<file path="src/rtl/hermes_pkg.sv">
// +----------------------------------------------------------------------+
// | hermes_pkg : shared FSM state type and flit-width default            |
// | Rev 1.0                                                              |
// +----------------------------------------------------------------------+
`default_nettype none

package hermes_pkg;

   localparam int unsigned c_flit_size = 32;

   typedef enum logic [4:0] {
      S_IDLE    = 5'b00001,
      S_HEADER  = 5'b00010,
      S_SIZE    = 5'b00100,
      S_PAYLOAD = 5'b01000,
      S_DONE    = 5'b10000
   } state_e;

endpackage

`default_nettype wire

</file>
<file path="src/rtl/hermes_packet_tx.sv">
// +----------------------------------------------------------------------+
// | hermes_packet_tx : injects header, size and payload flits on a       |
// | credit-based link through a registered one-entry output stage        |
// | Rev 1.0                                                              |
// +----------------------------------------------------------------------+
`default_nettype none

module hermes_packet_tx
   import hermes_pkg::*;
#(
   parameter int unsigned FLIT_SIZE = c_flit_size
) (
   input  logic                 clk_i,
   input  logic                 rst_ni,
   input  logic                 start_i,
   input  logic [FLIT_SIZE-1:0] header_i,
   input  logic [FLIT_SIZE-1:0] size_i,
   output logic                 start_ready_o,
   input  logic                 pl_valid_i,
   input  logic [FLIT_SIZE-1:0] pl_data_i,
   output logic                 pl_ready_o,
   output logic                 tx_o,
   output logic [FLIT_SIZE-1:0] data_o,
   input  logic                 credit_i,
   output logic                 done_o,
   output logic                 err_o
);

   localparam logic [FLIT_SIZE-1:0] c_one = FLIT_SIZE'(1);

   state_e               r_state;
   state_e               w_state_nxt;
   logic                 r_tx;
   logic [FLIT_SIZE-1:0] r_data;
   logic [FLIT_SIZE-1:0] r_send_cnt;
   logic [FLIT_SIZE-1:0] r_acc_cnt;
   logic                 r_err;

   logic w_xfer;
   logic w_in_pl;
   logic w_accept;
   logic w_start_ok;
   logic w_start_bad;
   logic w_last;

   assign w_xfer      = r_tx & credit_i;
   assign w_in_pl     = (r_state == S_SIZE) || (r_state == S_PAYLOAD);
   // A new payload flit may enter only if the output stage frees up on this edge
   assign pl_ready_o  = w_in_pl && (r_acc_cnt != '0) && (!r_tx || w_xfer);
   assign w_accept    = pl_valid_i & pl_ready_o;
   assign w_start_ok  = (r_state == S_IDLE) && start_i && (size_i != '0);
   assign w_start_bad = (r_state == S_IDLE) && start_i && (size_i == '0);
   assign w_last      = (r_state == S_PAYLOAD) && w_xfer && (r_send_cnt == c_one);

   assign tx_o   = r_tx;
   assign data_o = r_data;
   assign err_o  = r_err;

   always_ff @(posedge clk_i or negedge rst_ni) begin
      if (!rst_ni) begin
         r_state <= S_IDLE;
      end else begin
         r_state <= w_state_nxt;
      end
   end

   always_comb begin
      w_state_nxt   = r_state;
      start_ready_o = 1'b0;
      done_o        = 1'b0;
      case (r_state)
         S_IDLE: begin
            start_ready_o = 1'b1;
            if (w_start_ok) w_state_nxt = S_HEADER;
         end
         S_HEADER: begin
            if (w_xfer) w_state_nxt = S_SIZE;
         end
         S_SIZE: begin
            if (w_xfer) w_state_nxt = S_PAYLOAD;
         end
         S_PAYLOAD: begin
            if (w_last) w_state_nxt = S_DONE;
         end
         S_DONE: begin
            done_o      = 1'b1;
            w_state_nxt = S_IDLE;
         end
         default: w_state_nxt = S_IDLE;
      endcase
   end

   always_ff @(posedge clk_i or negedge rst_ni) begin
      if (!rst_ni) begin
         r_tx       <= 1'b0;
         r_data     <= '0;
         r_send_cnt <= '0;
         r_acc_cnt  <= '0;
         r_err      <= 1'b0;
      end else begin
         r_err <= w_start_bad;
         case (r_state)
            S_IDLE: begin
               if (w_start_ok) begin
                  r_tx       <= 1'b1;
                  r_data     <= header_i;
                  r_send_cnt <= size_i;
                  r_acc_cnt  <= size_i;
               end
            end
            S_HEADER: begin
               // Send counter still holds the untouched packet size here
               if (w_xfer) r_data <= r_send_cnt;
            end
            default: begin
               if (w_accept) begin
                  r_tx   <= 1'b1;
                  r_data <= pl_data_i;
               end else if (w_xfer) begin
                  r_tx <= 1'b0;
               end
            end
         endcase
         if (w_accept && (r_acc_cnt != '0)) begin
            r_acc_cnt <= r_acc_cnt - c_one;
         end
         if ((r_state == S_PAYLOAD) && w_xfer && (r_send_cnt != '0)) begin
            r_send_cnt <= r_send_cnt - c_one;
         end
      end
   end

endmodule

`default_nettype wire

</file>
<file path="config.mk">
export PLATFORM = sky130hd
export DESIGN_NAME = hermes_packet_tx
export DESIGN_NICKNAME = d
export VERILOG_FILES = /design/src/rtl/hermes_pkg.sv /design/src/rtl/hermes_packet_tx.sv
export SDC_FILE = /design/constraint.sdc
export NUM_CORES = 1
export LEC_CHECK = 0
export CAP_MARGIN = 15
export CORE_MARGIN = 2
export CORE_UTILIZATION = 52
export DETAILED_ROUTE_END_ITERATION = 10
export HOLD_SLACK_MARGIN = 0.08
export PLACE_DENSITY = 0.82
export RECOVER_POWER = 50
export SKIP_LAST_GASP = 1
export SLEW_MARGIN = 20
export SYNTH_ARGS = -nofsm -noshare
export SYNTH_HDL_FRONTEND = slang
export SYNTH_SLANG_ARGS = --single-unit
</file>
<file path="constraint.sdc">
create_clock -name clk_i -period 3.2 [get_ports clk_i]
set_clock_uncertainty 0.2 [all_clocks]
set_input_delay 0.48 -clock clk_i [delete_from_list [all_inputs] [get_ports clk_i]]
set_output_delay 0.48 -clock clk_i [all_outputs]
set_load 0.02 [all_outputs]
</file>
# Word level (Yosys, flattened, before mapping)
# Index checks and enable logic that the tools add are counted.
[op_classes]
addsub = 2
mul = 0
n_div = 0
order_cmp = 0
eq_ne = 10
n_shift = 0
muxes = 19
n_bitwise = 3
reduce_logical = 27
[op_table]
columns = ["op", "count"]
rows = [
  ["2-to-1 mux 32 bit", 7],
  ["nonzero test 32 bit", 3],
  ["one-hot mux 32 bit (2 select lines)", 1],
  ["subtractor 32 x 1 -> 32 bit, second input constant", 2],
  ["equality test 32 x 1 -> 1 bit, second input constant", 1],
  ["zero test 32 bit", 1],
  ["2-to-1 mux 5 bit", 4],
  ["one-hot mux 5 bit (4 select lines)", 1],
  ["logical AND 1 bit", 9],
  ["inequality test 2 bit, second input constant", 4],
  ["nonzero test 2 bit", 4],
  ["AND reduction 3 bit", 2],
  ["nonzero test 3 bit", 2],
  ["equality test 5 x 1 -> 1 bit, second input constant", 1],
  ["equality test 5 x 2 -> 1 bit, second input constant", 1],
  ["equality test 5 x 3 -> 1 bit, second input constant", 1],
  ["equality test 5 x 4 -> 1 bit, second input constant", 1],
  ["equality test 5 bit, second input constant", 1],
  ["2-to-1 mux 1 bit", 5],
  ["AND reduction 2 bit", 2],
  ["AND reduction 4 bit", 1],
  ["bitwise AND 1 bit", 2],
  ["logical OR 1 bit", 2],
  ["one-hot mux 1 bit (2 select lines)", 1],
  ["other kinds (2)", 2],
]
[word_totals]
ff_bits = 103
latchBits = 0
ram_bits = 0
mem_bits_ro = 0
input_bits = 101
out_inout_bits = 37
wordCells = 67
n_memories = 0

# Longest topological paths before layout
[depth]
ltp_word = 8
depth_mapped = 11
depth_no_buf = 8

# Worst setup path after synthesis
# No wires, ideal clock.
[synth_path]
kind = "input to register"
start = "in size_i[3]"
end = "reg r_data[0] (netlist: data_o[0])"
setup_ns = 0.125
arrival_time_ns = 2.193
required_ns = 2.875
setup_slack_ns = 0.682
path_stages = 7
n_path_buf = 1
path_cell_list = "nor4_1 -> nand2_1 -> nor4_1 -> nor2_1 -> a2bb2oi_2 -> buf_6 -> mux2_4"
[synth_via]
elab_chain_cells = 4
[synth_lines]
columns = ["element", "line", "rtl"]
rows = [
  ["start, declared", "hermes_packet_tx.sv:17", "input logic [FLIT_SIZE-1:0] size_i,"],
  ["nonzero test 32 bit", "hermes_packet_tx.sv:51", "assign w_start_ok = (r_state == S_IDLE) && start_i && (size_i != '0);"],
  ["logical AND 1 bit", "hermes_packet_tx.sv:51", ""],
  ["inequality test 2 bit (no source line)", "n/a", ""],
  ["AND reduction 3 bit (no source line)", "n/a", ""],
  ["end signal, assigned", "hermes_packet_tx.sv:106", "r_data <= header_i;"],
  ["end signal, assigned", "hermes_packet_tx.sv:113", "if (w_xfer) r_data <= r_send_cnt;"],
  ["end signal, assigned", "hermes_packet_tx.sv:118", "r_data <= pl_data_i;"],
  ["end, declared", "hermes_packet_tx.sv:34", "logic [FLIT_SIZE-1:0] r_data;"],
]
# No other way between the ends.
# A chain may end at the register's enable or synchronous reset.

# Worst setup path in the final report
[layout_path]
start = "reg r_acc_cnt[11]"
end = "out pl_ready_o"
[layout_via]
elab_chain_cells = 3
[layout_lines]
columns = ["element", "line", "rtl"]
rows = [
  ["start, declared", "hermes_packet_tx.sv:36", "logic [FLIT_SIZE-1:0] r_acc_cnt;"],
  ["start signal, assigned", "hermes_packet_tx.sv:108", "r_acc_cnt <= size_i;"],
  ["start signal, assigned", "hermes_packet_tx.sv:125", "r_acc_cnt <= r_acc_cnt - c_one;"],
  ["nonzero test 32 bit", "hermes_packet_tx.sv:49", "assign pl_ready_o = w_in_pl && (r_acc_cnt != '0) && (!r_tx || w_xfer);"],
  ["logical AND 1 bit (2 in series)", "hermes_packet_tx.sv:49", ""],
  ["end, declared", "hermes_packet_tx.sv:21", "output logic pl_ready_o,"],
]
# No other way between the ends.

==> results <==
## placed cells by master (no fill, tap or decap), drive strengths merged, types with 7 or more instances in the layout
master | Yosys | routed
a22oi | 31 | 31
nor2 | 40 | 40
and3 | 7 | 7
inv | 17 | 17
o311ai | 16 | 16
or3 | 15 | 15
nand2 | 130 | 130
clkdlybuf4s50 | 0 | 117
o21ai | 26 | 26
nor3 | 29 | 29
or4 | 13 | 13
mux2 | 32 | 32
a21oi | 26 | 26
buf | 19 | 29
or2 | 7 | 7
o211ai | 24 | 24
dlygate4sd3 | 0 | 19
clkbuf | 19 | 16
nand3 | 38 | 38
dfrtp | 102 | 102
nor4 | 26 | 26
## power by group
part / internal, mW / total, mW / switching, mW
sequential: 1.93 / 2.66 / 0.721
clock: 0.545 / 1.02 / 0.475
combinational: 1.84 / 3.81 / 1.97
## metrics by stage
step / worst slack, ns / total power [mW] / cells / utilization (%)
2_1_floorplan: 0.682 / 5.06 / 708 / -
3_3_place_gp: 0.170 / 6.28 / 984 / 66.7
3_5_place_dp: 0.0930 / 6.46 / 984 / 66.7
4_1_cts: 0.108 / 7.48 / 1000 / 69.0
5_1_grt: 0.00293 / 7.97 / 1000 / 68.9
6_report: 0.104 / 7.48 / 1000 / 68.9
## timing repair
| action | in CTS | in global routing |
|---|---|---|
| hold buffers | 1 | 0 |
| hold endpoints to repair | 40 | 0 |
| resized for setup | 2 | 1 |
| endpoints found under the setup margin | 1 | 1 |
## sequential cells by signal (all words and copies together), names as in the netlist
signal and flops:
err_o 1, r_acc_cnt 32, r_state 5, tx_o 1
data_o 32, r_send_cnt 32
## cell type report
cell class | instances | area, µm² | share of cell area, %
multi-input cells | 550 | 3570 | 43.1
flip-flops and latches | 103 | 2580 | 31.2
repair buffers | 168 | 1630 | 19.6
clock buffers | 14 | 254 | 3.07
well taps | 147 | 184 | 2.22
inverters | 17 | 63.8 | 0.771
clock inverters | 1 | 5.00 | 0.0605
## cell families after synthesis
group / Yosys count
adders and majority gates: 5
muxes: 32
xor gates and xnor gates: 1
DFF: 103
AOI/OAI and AO/OA: 175
buffers and inverters: 55
and+or+nand+nor: 337
## critical path, cell delays in order (launching register included)
cell and delay [ns]:
dfrtp_1 0.42, or4_4 0.58, nor4b_4 0.33, nand2_2 0.15, nor2_4 0.18, nor2_1 0.08, dlygate4sd2_1 0.32
## per-layer routing
metal,vias to the layer above,track usage (%),routed length [µm]
met1,3172,42.7,8380
li1,2954,-,-
met2,368,51.7,9800
met5,-,0,0
met4,0,10.7,616
met3,53,6.30,1860
## worst min path at each step
| stage | start | to | slack, ns | depth (start not counted) |
|---|---|---|---|---|
| 2_1_floorplan | rst_ni | data_o[0]$_DFFE_PN0P_ | -0.02 | 0 |
| 3_3_place_gp | r_acc_cnt[0]$_DFFE_PN0P_ | r_acc_cnt[0]$_DFFE_PN0P_ | 0.27 | 1 |
| 3_5_place_dp | data_o[5]$_DFFE_PN0P_ | data_o[5]$_DFFE_PN0P_ | 0.30 | 1 |
| 4_1_cts | r_acc_cnt[0]$_DFFE_PN0P_ | r_acc_cnt[0]$_DFFE_PN0P_ | 0.31 | 1 |
| 5_1_grt | r_acc_cnt[0]$_DFFE_PN0P_ | r_acc_cnt[0]$_DFFE_PN0P_ | 0.32 | 1 |
| 6_report | data_o[19]$_DFFE_PN0P_ | data_o[19]$_DFFE_PN0P_ | 0.31 | 1 |
==> impl_metrics.tcl <==
set metrics [dict create \
    fill_cells 975 \
    yosys.area_share.simple_pct 27.3 \
    yosysWarningCount 0 \
    crit_path_max_fanout 4 \
    cts_tree "built" \
    diodes 0 \
    gp_congestion 0.987 \
    cp-startpoint "r_acc_cnt[11]$_DFFE_PN0P_" \
    synth.avg_cell_area_um2 9.00 \
    worst_ir_drop_vdd_mv 0.516 \
    grt_pass1_vias 6337 \
    drtIter0Drc 790 \
    rsz0062_at_grt "false" \
    yosysUniqueCellTypes 73 \
    worstPathArrival_ns 2.42 \
    synth_xor_area_share_pct 0.137 \
    rr_endpoint "data_o[0]$_DFFE_PN0P_" \
    async_reset_ff_share_pct 100 \
    cts_buffers 9 \
    synthMuxAreaShare_pct 7.42 \
    hold_path.class "reg2reg" \
    viasPerCell 6.55 \
    drc 0 \
    rrSetupSlack_ns 0.25 \
    area_delta_synth_final_pct 29.9 \
    syn-instance-count 708 \
    nNetsFinal 955 \
    end_kind "output pin" \
    coreArea_mm2 0.0120 \
    worst_slew_pin_slew_ns 1.09 \
    r2r_start "r_state[1]$_DFFE_PN0P_" \
    grt_max_degree 63 \
    reg2reg_depth 7 \
    cellPowerDensity_mw_per_mm2 904 \
    post-synth-top-area-cell "dfrtp_1" \
    grt_remaining_overflow 0 \
    hold_slack_ns 0.307 \
    die_area_mm2 0.0132 \
    antenna_found_initial 0 \
    clkTransAtPathRegs_ns 0.07 \
    grtUsageTotal_pct 31.7 \
    root_buffer "clkbuf_16" \
    post_cts_buffers 0 \
    layout_min_cycle_time_ns 3.10 \
    die_w_um 115 \
    synth_top_family_by_area "simple AND/OR/NAND/NOR gates" \
    io_buffer_count 137 \
    clk_path_buf_depth 2 \
    ant_nets 0 \
    yosysMostFrequentCell "nand2_1" \
    htreeDepth 3 \
    ys_top_cells_by_count "129 x nand2_1, 102 x dfrtp_1, 39 x nor2_1, 38 x nand3_1, 31 x a22oi_1" \
    die_h_um 115 \
    syn-num-nets 814 \
    wl_um 20600 \
    critPathRequiredTime_ns 2.52 \
    dpl_cell_area_mm2 0.00801 \
    totalNegativeSetupSlack_ns 0 \
    fmaxAchievable_mhz 323 \
    clock_latency_ns 0.36 \
    path_class "reg2out" \
    fin_crit_sh_pct 96.7 \
    cp-endpoint "pl_ready_o" \
    clkSinkCount 103 \
    design_area_mm2 0.00828 \
    drive_above_1_share_pct 12.3 \
    start_util_pct 53.1 \
    via_count 6547 \
    seq_area_frac_synth_pct 40.5 \
    slew_violations 0 \
    drt-pass1-iter-count 6 \
    leakage_nw 3.40 \
    synth_compound_area_share_pct 19.7 \
    ys_ff_latch 103 \
    cap_viol_max_count 0 \
    relSlewSlack_pct 27.2 \
    setup_viol_count_final 0 \
    rows 40 \
    grt_pass1_wl_um 32500 \
    hpwlAfterDp_um 15300 \
    synthFlopType "dfrtp_1" \
    synthTopCellsByArea "dfrtp_1 40%, nand2_1 7.6%, mux2_4 7.1%" \
    synth_edf_count 0 \
    yosys.area_share.adder_pct 0.982 \
    wl_per_cell_um 20.6 \
    start_kind "flip-flop" \
    synth_top_area_share_pct 40.0 \
    outcome "finished, final reports clean" \
    io_pins 138 \
    syn-cell-area_mm2 0.00637 \
    finalHoldViolCount 0 \
]
Power figures use the tool's default switching activity.
